<file path="src/rtl/mii_sdr_tx_out_pkg.sv">
// Shared types and constants for the MII SDR transmit output path.
package mii_sdr_tx_out_pkg;

  localparam int MII_NIBBLE_W            = 4;
  localparam int MII_IFG_NIBBLES_DEFAULT = 24;

  localparam logic [2:0] ST_IDLE_ENC  = 3'd0;
  localparam logic [2:0] ST_LOW_ENC   = 3'd1;
  localparam logic [2:0] ST_HIGH_ENC  = 3'd2;
  localparam logic [2:0] ST_ABORT_ENC = 3'd3;
  localparam logic [2:0] ST_IFG_ENC   = 3'd4;

  typedef enum logic [2:0] {
    ST_IDLE  = ST_IDLE_ENC,
    ST_LOW   = ST_LOW_ENC,
    ST_HIGH  = ST_HIGH_ENC,
    ST_ABORT = ST_ABORT_ENC,
    ST_IFG   = ST_IFG_ENC
  } tx_state_e;

  // Bit order matches the pin register: {mii_tx_er, mii_tx_en, mii_txd}.
  typedef struct packed {
    logic                    tx_er;
    logic                    tx_en;
    logic [MII_NIBBLE_W-1:0] txd;
  } mii_pins_t;

  localparam mii_pins_t UNDERRUN_PINS = '{tx_er: 1'b1, tx_en: 1'b1, txd: '0};

  function automatic mii_pins_t data_pins(input logic [MII_NIBBLE_W-1:0] nib,
                                          input logic                    er);
    return '{tx_er: er, tx_en: 1'b1, txd: nib};
  endfunction

endpackage

</file>
<file path="src/rtl/mii_sdr_tx_out_if.sv">
// Byte-wide frame stream from the MAC into the MII transmit serialiser.
interface mii_sdr_tx_out_if;
  logic [7:0] s_data;
  logic       s_valid;
  logic       s_last;
  logic       s_user;
  logic       s_ready;

  modport master (output s_data, output s_valid, output s_last, output s_user,
                  input  s_ready);
  modport slave  (input  s_data, input  s_valid, input  s_last, input  s_user,
                  output s_ready);
endinterface

</file>
<file path="src/rtl/ssio_sdr_out.sv">
// Generic single-data-rate output register meant to be packed into the I/O block.
module ssio_sdr_out #(
  parameter int WIDTH = 6
) (
  input  logic             clk,
  input  logic             rst,
  input  logic [WIDTH-1:0] d,
  output logic [WIDTH-1:0] q
);

  (* IOB = "TRUE" *) logic [WIDTH-1:0] q_reg;

  // NOTE: sequential state is written with non-blocking assignments only, so every
  // register samples the pre-edge value of its inputs regardless of block order.
  always_ff @(posedge clk) begin
    if (rst) q_reg <= '0;
    else     q_reg <= d;
  end

  assign q = q_reg;

endmodule

</file>
<file path="src/rtl/mii_sdr_tx_out.sv">
// MII transmit serialiser: byte stream in, low-then-high nibble pairs out, with
// inter-frame gap enforcement and mid-frame underrun abort.
module mii_sdr_tx_out
  import mii_sdr_tx_out_pkg::*;
#(
  parameter int IFG_NIBBLES = MII_IFG_NIBBLES_DEFAULT
) (
  input  logic                    clk,
  input  logic                    rst,
  mii_sdr_tx_out_if.slave         stream,
  output logic [MII_NIBBLE_W-1:0] mii_txd,
  output logic                    mii_tx_en,
  output logic                    mii_tx_er,
  output logic                    underrun,
  output logic                    busy
);

  localparam int              CNT_W    = $clog2(IFG_NIBBLES + 1);
  localparam logic [CNT_W-1:0] IFG_LOAD = CNT_W'(IFG_NIBBLES - 1);

  tx_state_e        state_q, state_d;
  logic [7:0]       byte_q, byte_d;
  logic             last_q, last_d;
  logic             err_q, err_d;
  logic [CNT_W-1:0] ifg_cnt_q, ifg_cnt_d;
  logic             underrun_q, underrun_d;
  logic             armed_q;
  logic             accept;
  logic             load_byte;
  mii_pins_t        pins_d, pins_q;

  // armed_q holds s_ready low for the first cycle after reset is released.
  assign stream.s_ready = armed_q &&
                          ((state_q == ST_IDLE) || (state_q == ST_ABORT) ||
                           ((state_q == ST_HIGH) && !last_q));
  assign accept = stream.s_valid && stream.s_ready;

  // The state names what the pin register shows this cycle, so pins_d is derived
  // from the transition being taken, giving one cycle from accept to pins.
  always_comb begin
    // NOTE: every output of this block gets a default first; a path that skips an
    // assignment would otherwise infer a latch.
    state_d    = state_q;
    byte_d     = byte_q;
    last_d     = last_q;
    err_d      = err_q;
    ifg_cnt_d  = ifg_cnt_q;
    underrun_d = 1'b0;
    load_byte  = 1'b0;
    pins_d     = '0;

    unique case (state_q)
      ST_IDLE: begin
        if (accept) load_byte = 1'b1;
      end
      ST_LOW: begin
        state_d = ST_HIGH;
        pins_d  = data_pins(byte_q[7:4], err_q);
      end
      ST_HIGH: begin
        if (last_q) begin
          state_d   = ST_IFG;
          ifg_cnt_d = IFG_LOAD;
        end else if (accept) begin
          load_byte = 1'b1;
        end else begin
          state_d    = ST_ABORT;
          underrun_d = 1'b1;
          pins_d     = UNDERRUN_PINS;
        end
      end
      ST_ABORT: begin
        if (accept && stream.s_last) begin
          state_d   = ST_IFG;
          ifg_cnt_d = IFG_LOAD;
        end
      end
      ST_IFG: begin
        if (ifg_cnt_q == '0) state_d   = ST_IDLE;
        else                 ifg_cnt_d = ifg_cnt_q - 1'b1;
      end
      default: state_d = ST_IDLE;
    endcase

    // s_user only matters on the final byte of a frame.
    if (load_byte) begin
      state_d = ST_LOW;
      byte_d  = stream.s_data;
      last_d  = stream.s_last;
      err_d   = stream.s_last && stream.s_user;
      pins_d  = data_pins(stream.s_data[3:0], stream.s_last && stream.s_user);
    end
  end

  always_ff @(posedge clk) begin
    if (rst) begin
      state_q    <= ST_IDLE;
      ifg_cnt_q  <= '0;
      underrun_q <= 1'b0;
      armed_q    <= 1'b0;
    end else begin
      state_q    <= state_d;
      ifg_cnt_q  <= ifg_cnt_d;
      underrun_q <= underrun_d;
      armed_q    <= 1'b1;
    end
  end

  // NOTE: the byte holding registers carry no reset; they are only read in
  // LOW/HIGH, which are reachable solely through a load.
  always_ff @(posedge clk) begin
    byte_q <= byte_d;
    last_q <= last_d;
    err_q  <= err_d;
  end

  ssio_sdr_out #(
    .WIDTH(6)
  ) u_pins (
    .clk (clk),
    .rst (rst),
    .d   (pins_d),
    .q   (pins_q)
  );

  assign mii_txd   = pins_q.txd;
  assign mii_tx_en = pins_q.tx_en;
  assign mii_tx_er = pins_q.tx_er;
  assign underrun  = underrun_q;
  assign busy      = (state_q != ST_IDLE);

endmodule

</file>
<file path="src/flat_wrapper.sv">
// flat-port wrapper written by rule: the top's interface ports become plain ports
module mii_sdr_tx_out_flat import mii_sdr_tx_out_pkg::*;
#(
  parameter int IFG_NIBBLES = MII_IFG_NIBBLES_DEFAULT
)
  (clk, rst, mii_txd, mii_tx_en, mii_tx_er, underrun, busy, stream_s_data, stream_s_valid, stream_s_last, stream_s_user, stream_s_ready);
  mii_sdr_tx_out_if stream_i ();
  input  logic clk;
  input  logic rst;
  output logic [MII_NIBBLE_W-1:0] mii_txd;
  output logic mii_tx_en;
  output logic mii_tx_er;
  output logic underrun;
  output logic busy;
  input wire logic [$bits(stream_i.s_data)-1:0] stream_s_data;
  input wire logic [$bits(stream_i.s_valid)-1:0] stream_s_valid;
  input wire logic [$bits(stream_i.s_last)-1:0] stream_s_last;
  input wire logic [$bits(stream_i.s_user)-1:0] stream_s_user;
  output wire logic [$bits(stream_i.s_ready)-1:0] stream_s_ready;
  assign stream_i.s_data = stream_s_data;
  assign stream_i.s_valid = stream_s_valid;
  assign stream_i.s_last = stream_s_last;
  assign stream_i.s_user = stream_s_user;
  assign stream_s_ready = stream_i.s_ready;
  mii_sdr_tx_out #(.IFG_NIBBLES(IFG_NIBBLES)) u_core (.clk(clk), .rst(rst), .stream(stream_i), .mii_txd(mii_txd), .mii_tx_en(mii_tx_en), .mii_tx_er(mii_tx_er), .underrun(underrun), .busy(busy));
endmodule
</file>
<file path="config.mk">
export PLATFORM = sky130hd
export DESIGN_NAME = mii_sdr_tx_out_flat
export DESIGN_NICKNAME = d
export VERILOG_FILES = /design/src/rtl/mii_sdr_tx_out_pkg.sv /design/src/rtl/mii_sdr_tx_out_if.sv /design/src/rtl/ssio_sdr_out.sv /design/src/rtl/mii_sdr_tx_out.sv /design/src/flat_wrapper.sv
export SDC_FILE = /design/constraint.sdc
export NUM_CORES = 1
export LEC_CHECK = 0
export CORE_MARGIN = 5
export CORE_UTILIZATION = 50
export CTS_BUF_LIST = sky130_fd_sc_hd__clkbuf_4 sky130_fd_sc_hd__clkbuf_8
export CTS_CLUSTER_DIAMETER = 60
export CTS_CLUSTER_SIZE = 12
export DETAILED_ROUTE_END_ITERATION = 10
export MAX_ROUTING_LAYER = met4
export PLACE_DENSITY = 0.77
export REMOVE_ABC_BUFFERS = 1
export SLEW_MARGIN = 0
export SYNTH_ARGS = -nofsm -noshare
export SYNTH_HDL_FRONTEND = slang
export SYNTH_SLANG_ARGS = --single-unit
export TNS_END_PERCENT = 30
</file>
<file path="constraint.sdc">
create_clock -name clk -period 2.8 [get_ports clk]
set_clock_uncertainty 0.1 [all_clocks]
set_input_delay 0.56 -clock clk [delete_from_list [all_inputs] [get_ports clk]]
set_output_delay 0.56 -clock clk [all_outputs]
set_load 0.02 [all_outputs]
</file>
==> results of run 1 <==
through the flow:
stage | area [um2] | std cells | utilization (%) | worst slack [ns] | hold slack, ns
3_3_place_gp | 1164 | 130 | 66.67 | 0.6648 | 0.3447
5_1_grt | 1216 | 134 | 69.68 | 0.1913 | 0.4026
2_1_floorplan | 922.1 | 84 | - | 1.200 | 0.3344
6_report | 1216 | 134 | 69.68 | 0.3231 | 0.3706
4_1_cts | 1216 | 134 | 69.68 | 0.3107 | 0.3697
3_5_place_dp | 1164 | 130 | 66.67 | 0.6597 | 0.3407
logic make-up (layout without fill, tap and decap cells):
logic type               after synthesis  in the layout  share of synthesized area, %
AND/OR/NAND/NOR                       33             33                         20.56
flip-flops                            22             22                         53.76
buffers and inverters                  7             30                         2.956
adder cells (fa/ha/maj)                2              2                         2.688
AO/OA/AOI/OAI                         22             22                         20.03
Yosys cell counts:
master	number	area share [%]
sky130_fd_sc_hd__a2111oi_0	1	0.94
sky130_fd_sc_hd__a21oi_1	3	1.6
sky130_fd_sc_hd__a221o_1	1	1.1
sky130_fd_sc_hd__a221oi_1	1	0.94
sky130_fd_sc_hd__a22o_1	4	3.8
sky130_fd_sc_hd__a31oi_1	1	0.67
sky130_fd_sc_hd__a31oi_4	1	2.3
sky130_fd_sc_hd__and2_1	1	0.67
sky130_fd_sc_hd__and2b_2	1	0.94
sky130_fd_sc_hd__and4_1	1	0.94
sky130_fd_sc_hd__and4bb_2	1	1.3
sky130_fd_sc_hd__buf_2	1	0.54
sky130_fd_sc_hd__clkbuf_1	1	0.40
sky130_fd_sc_hd__dfxtp_1	16	34
sky130_fd_sc_hd__edfxtp_1	6	19
sky130_fd_sc_hd__ha_1	2	2.7
sky130_fd_sc_hd__inv_1	5	2.0
sky130_fd_sc_hd__nand2_1	6	2.4
sky130_fd_sc_hd__nand2b_1	3	2.0
sky130_fd_sc_hd__nand3_1	3	1.6
sky130_fd_sc_hd__nand3b_1	1	0.81
sky130_fd_sc_hd__nand4_1	2	1.3
sky130_fd_sc_hd__nor2_1	6	2.4
sky130_fd_sc_hd__nor3_1	3	1.6
sky130_fd_sc_hd__nor3b_1	1	0.81
sky130_fd_sc_hd__o21a_1	1	0.81
sky130_fd_sc_hd__o21ai_0	3	1.6
sky130_fd_sc_hd__o21ai_2	1	0.94
sky130_fd_sc_hd__o22a_1	1	0.94
sky130_fd_sc_hd__o311ai_0	1	0.94
sky130_fd_sc_hd__o31ai_1	1	0.81
sky130_fd_sc_hd__o41ai_1	1	0.94
sky130_fd_sc_hd__o41ai_2	1	1.7
sky130_fd_sc_hd__or3_2	2	1.6
sky130_fd_sc_hd__or3b_4	1	1.2
sky130_fd_sc_hd__or4_1	1	0.81
final timing paths:
check	from	end	slack [ns]	depth (start not counted)
worst max-delay path	u_core.state_q[0]$_SDFFE_PP0P_	stream_s_ready	0.32	3
worst min-delay path	u_core.byte_q[4]$_DFFE_PP_	u_core.u_pins.q[0]$_SDFF_PP0_	0.37	1
worst max register to register	u_core.state_q[2]$_SDFFE_PP0P_	u_core.ifg_cnt_q[2]$_SDFFE_PP0P_	1.06	4
worst min register to register	u_core.byte_q[4]$_DFFE_PP_	u_core.u_pins.q[0]$_SDFF_PP0_	0.37	1
metal layers:
layer,track usage [%],vias up,wire length (um)
met3,3.099,2,95
met2,28.72,26,1079
met5,-,-,0
met4,8.936,0,15
li1,-,369,-
met1,18.96,367,829
area by class of cell:
| type | count | share of cell area [%] |
|---|---|---|
| well taps | 25 | 2.572 |
| repair buffers | 21 | 17.28 |
| multi-input cells | 57 | 33.13 |
| flip-flops and latches | 22 | 41.15 |
| inverters | 5 | 1.543 |
| clock inverters | 1 | 2.469 |
| clock buffers | 3 | 1.852 |
power by group through the flow:
stage / registers, mW / logic [mW] / clock network, mW
2_1_floorplan: 0.352 / 0.0179 / 0
3_3_place_gp: 0.348 / 0.0558 / 0
3_5_place_dp: 0.349 / 0.0566 / 0
4_1_cts: 0.342 / 0.0572 / 0.244
5_1_grt: 0.343 / 0.0615 / 0.254
6_report: 0.342 / 0.0570 / 0.240
==> results, run 1 <==
- The top cell types in the final layout, fill and taps aside, are 21 x sky130_fd_sc_hd__clkdlybuf4s50_1, 16 x sky130_fd_sc_hd__dfxtp_1, 6 x sky130_fd_sc_hd__nor2_1, 6 x sky130_fd_sc_hd__nand2_1, 6 x sky130_fd_sc_hd__edfxtp_1.
- The detail route stage leaves a number of antenna-violating nets equal to 0.
- The total of cells resized after clock tree synthesis is 0.
- Power spread over the standard cell area amounts to about 530 nW/um2.
- The classification of the worst setup path is reg -> out.
- The TritonCTS clock tree is yes.
- STA classifies the critical path startpoint as a flip-flop.
- Synthesis instantiated 36 different standard cells from the library.
- The register with the most flip-flops in the layout has 6 of them.
- In the final layout, the multi-input gates occupy 402.9 um2.
- The full die area is 2825 um2.
- The clock reaches the later pin of the worst-skew pair after about 0.30 ns.
- After the first detailed-routing iteration, the DRC count stood at 26.
- The floorplan core area is ~1700 um2.
- The worst setup path is captured at a primary output.
- The horizontal die dimension is ~53 um.
- The worst max-slew margin expressed relative to the limit is between 60% and 70%.
- After detailed routing, the number of vias per cell comes to around 5.7.
- 0 antenna diodes ended up in the layout.
- The hold violation total from the final report is 0.
- The largest net degree at the start of global routing is 14.
- In this run, flip-flops and latches consume a little over half of the power.
- From synthesis to final layout, the design area changed by 30.65%.
- The global placer's final weighted congestion is 0.8685.
- At the pin with the least slew margin, the transition time is 0.5038 ns.
- The library cell used most frequently in the layout, excluding fill and tap cells, is sky130_fd_sc_hd__clkdlybuf4s50_1.
- Walking the worst path, the cells encountered are nor2_1 -> and4bb_2 -> clkdlybuf4s50_1.
- In this run the number of H-tree levels came out at 1.
- Setup repair after global routing left no endpoint under its margin.
- The site row count is 15.
- In the final timing run, aggregate negative setup slack is 0 ns.
- The maximum root-to-sink buffer count is 2.
- The cell class contributing the biggest share of worst-path delay is buffers and inverters.
- The number of buffers created by CTS is 3.
- The number of global-route vias before repair came to approximately 770.
- Static timing analysis puts the maximum clock frequency at roughly 0.40 GHz.
- The total power is about 640 uW.
- After detailed routing, the average wire length per cell comes to around 15 um.
- In this run switching power makes up slightly below 20% of total power.
- The post-synthesis instance total is 86.
- The y dimension of the die is 53.15 um.
- Setup violations remaining at the end of the flow were counted as 0.
- The number of detailed-routing iterations run before antenna repair is 4.
- In this run the post-CTS setup repair buffer count came out at 0.
- Once the floorplan was initialized, standard cells occupied approximately 53% of the core.
- After clock tree synthesis, the clock-pin slew on the worst setup and hold paths is 0.12 ns.
- The type of the worst min-delay path is reg -> reg.
- The leakage component of the power is approximately 0.43 nW.
- The flow ran to the end, and the final reports show no timing, DRC or antenna violations.
- Cell internal power was estimated by the tool at 512.3 uW.
- The HPWL after detailed placement is approximately 1.6 mm.
- The number of synthesis warnings is 0.
- Summed over all nets, the switching power comes to around 130 uW.
- The final number of max-transition violations is 0.
- The count of buffers added on input and output ports is 21.
- Of the available clock period, the critical path in the final layout requires slightly below 90%.
- The sequential cells in the finished layout cover a total of 500.5 um2.
- Averaged over all synthesized cells, the footprint is 10.82 um2.
- For this block, the via count after detailed routing is ~760.
- The global-route usage over all layers is 16.98%.
- The buffers plus inverters on the worst setup path is 1.
- The clock network accounts for ~38% of the total power.
- The number of maximum-capacitance violations is 0.
- The DRC violation count after routing is 0.
- The number of buffers inserted by hold repair at cts is 0.
- The share of power burned in combinational logic is about 8.9%.
- The minimum clock period after layout is ~2.5 ns.
- Sequential elements use between 50% and 60% of the synthesized area.
- The post-synthesis sequential element count is 22.
- The critical path's largest stage delay is approximately 0.60 ns.
- The number of primary I/O pins is 22.
- The post-route netlist has between 10 and 15% of its cells at a drive strength greater than 1.
- The maximum fanout along the worst path is 12.
- The layout filler cell count is 150.
- The clock tree root driver cell is sky130_fd_sc_hd__clkbuf_4.
- The cell type of the slowest stage on the worst timing path is sky130_fd_sc_hd__clkdlybuf4s50_1.
- The cell area that synthesis handed to floorplanning was about 930 um2.
- VDD sags by at most between 0.0002 and 0.0003 V.
- The layout net count is approximately 130.
- STA puts the critical path data arrival time at 1.82 ns.
- The initial antenna violation count is 0.
- For this design, the sink count on the clock tree is 22.
- The first global-routing pass estimated 3.360 mm of wire.
- After detailed routing, the total wire length is 2.020 mm.
- STA puts the critical path data required time at about 2.1 ns.
- For this run the aggregate overflow at the end of global routing stands at 0.
Power figures use the tool's default switching activity.
==> run 2, diff against run 1 <==
ABC_CLOCK_PERIOD_IN_PS = 2800   (was unset)
SKIP_LAST_GASP = 1   (was unset)
==> results of run 2 <==
Final layout, timing and power as in run 1 (identical DEF).
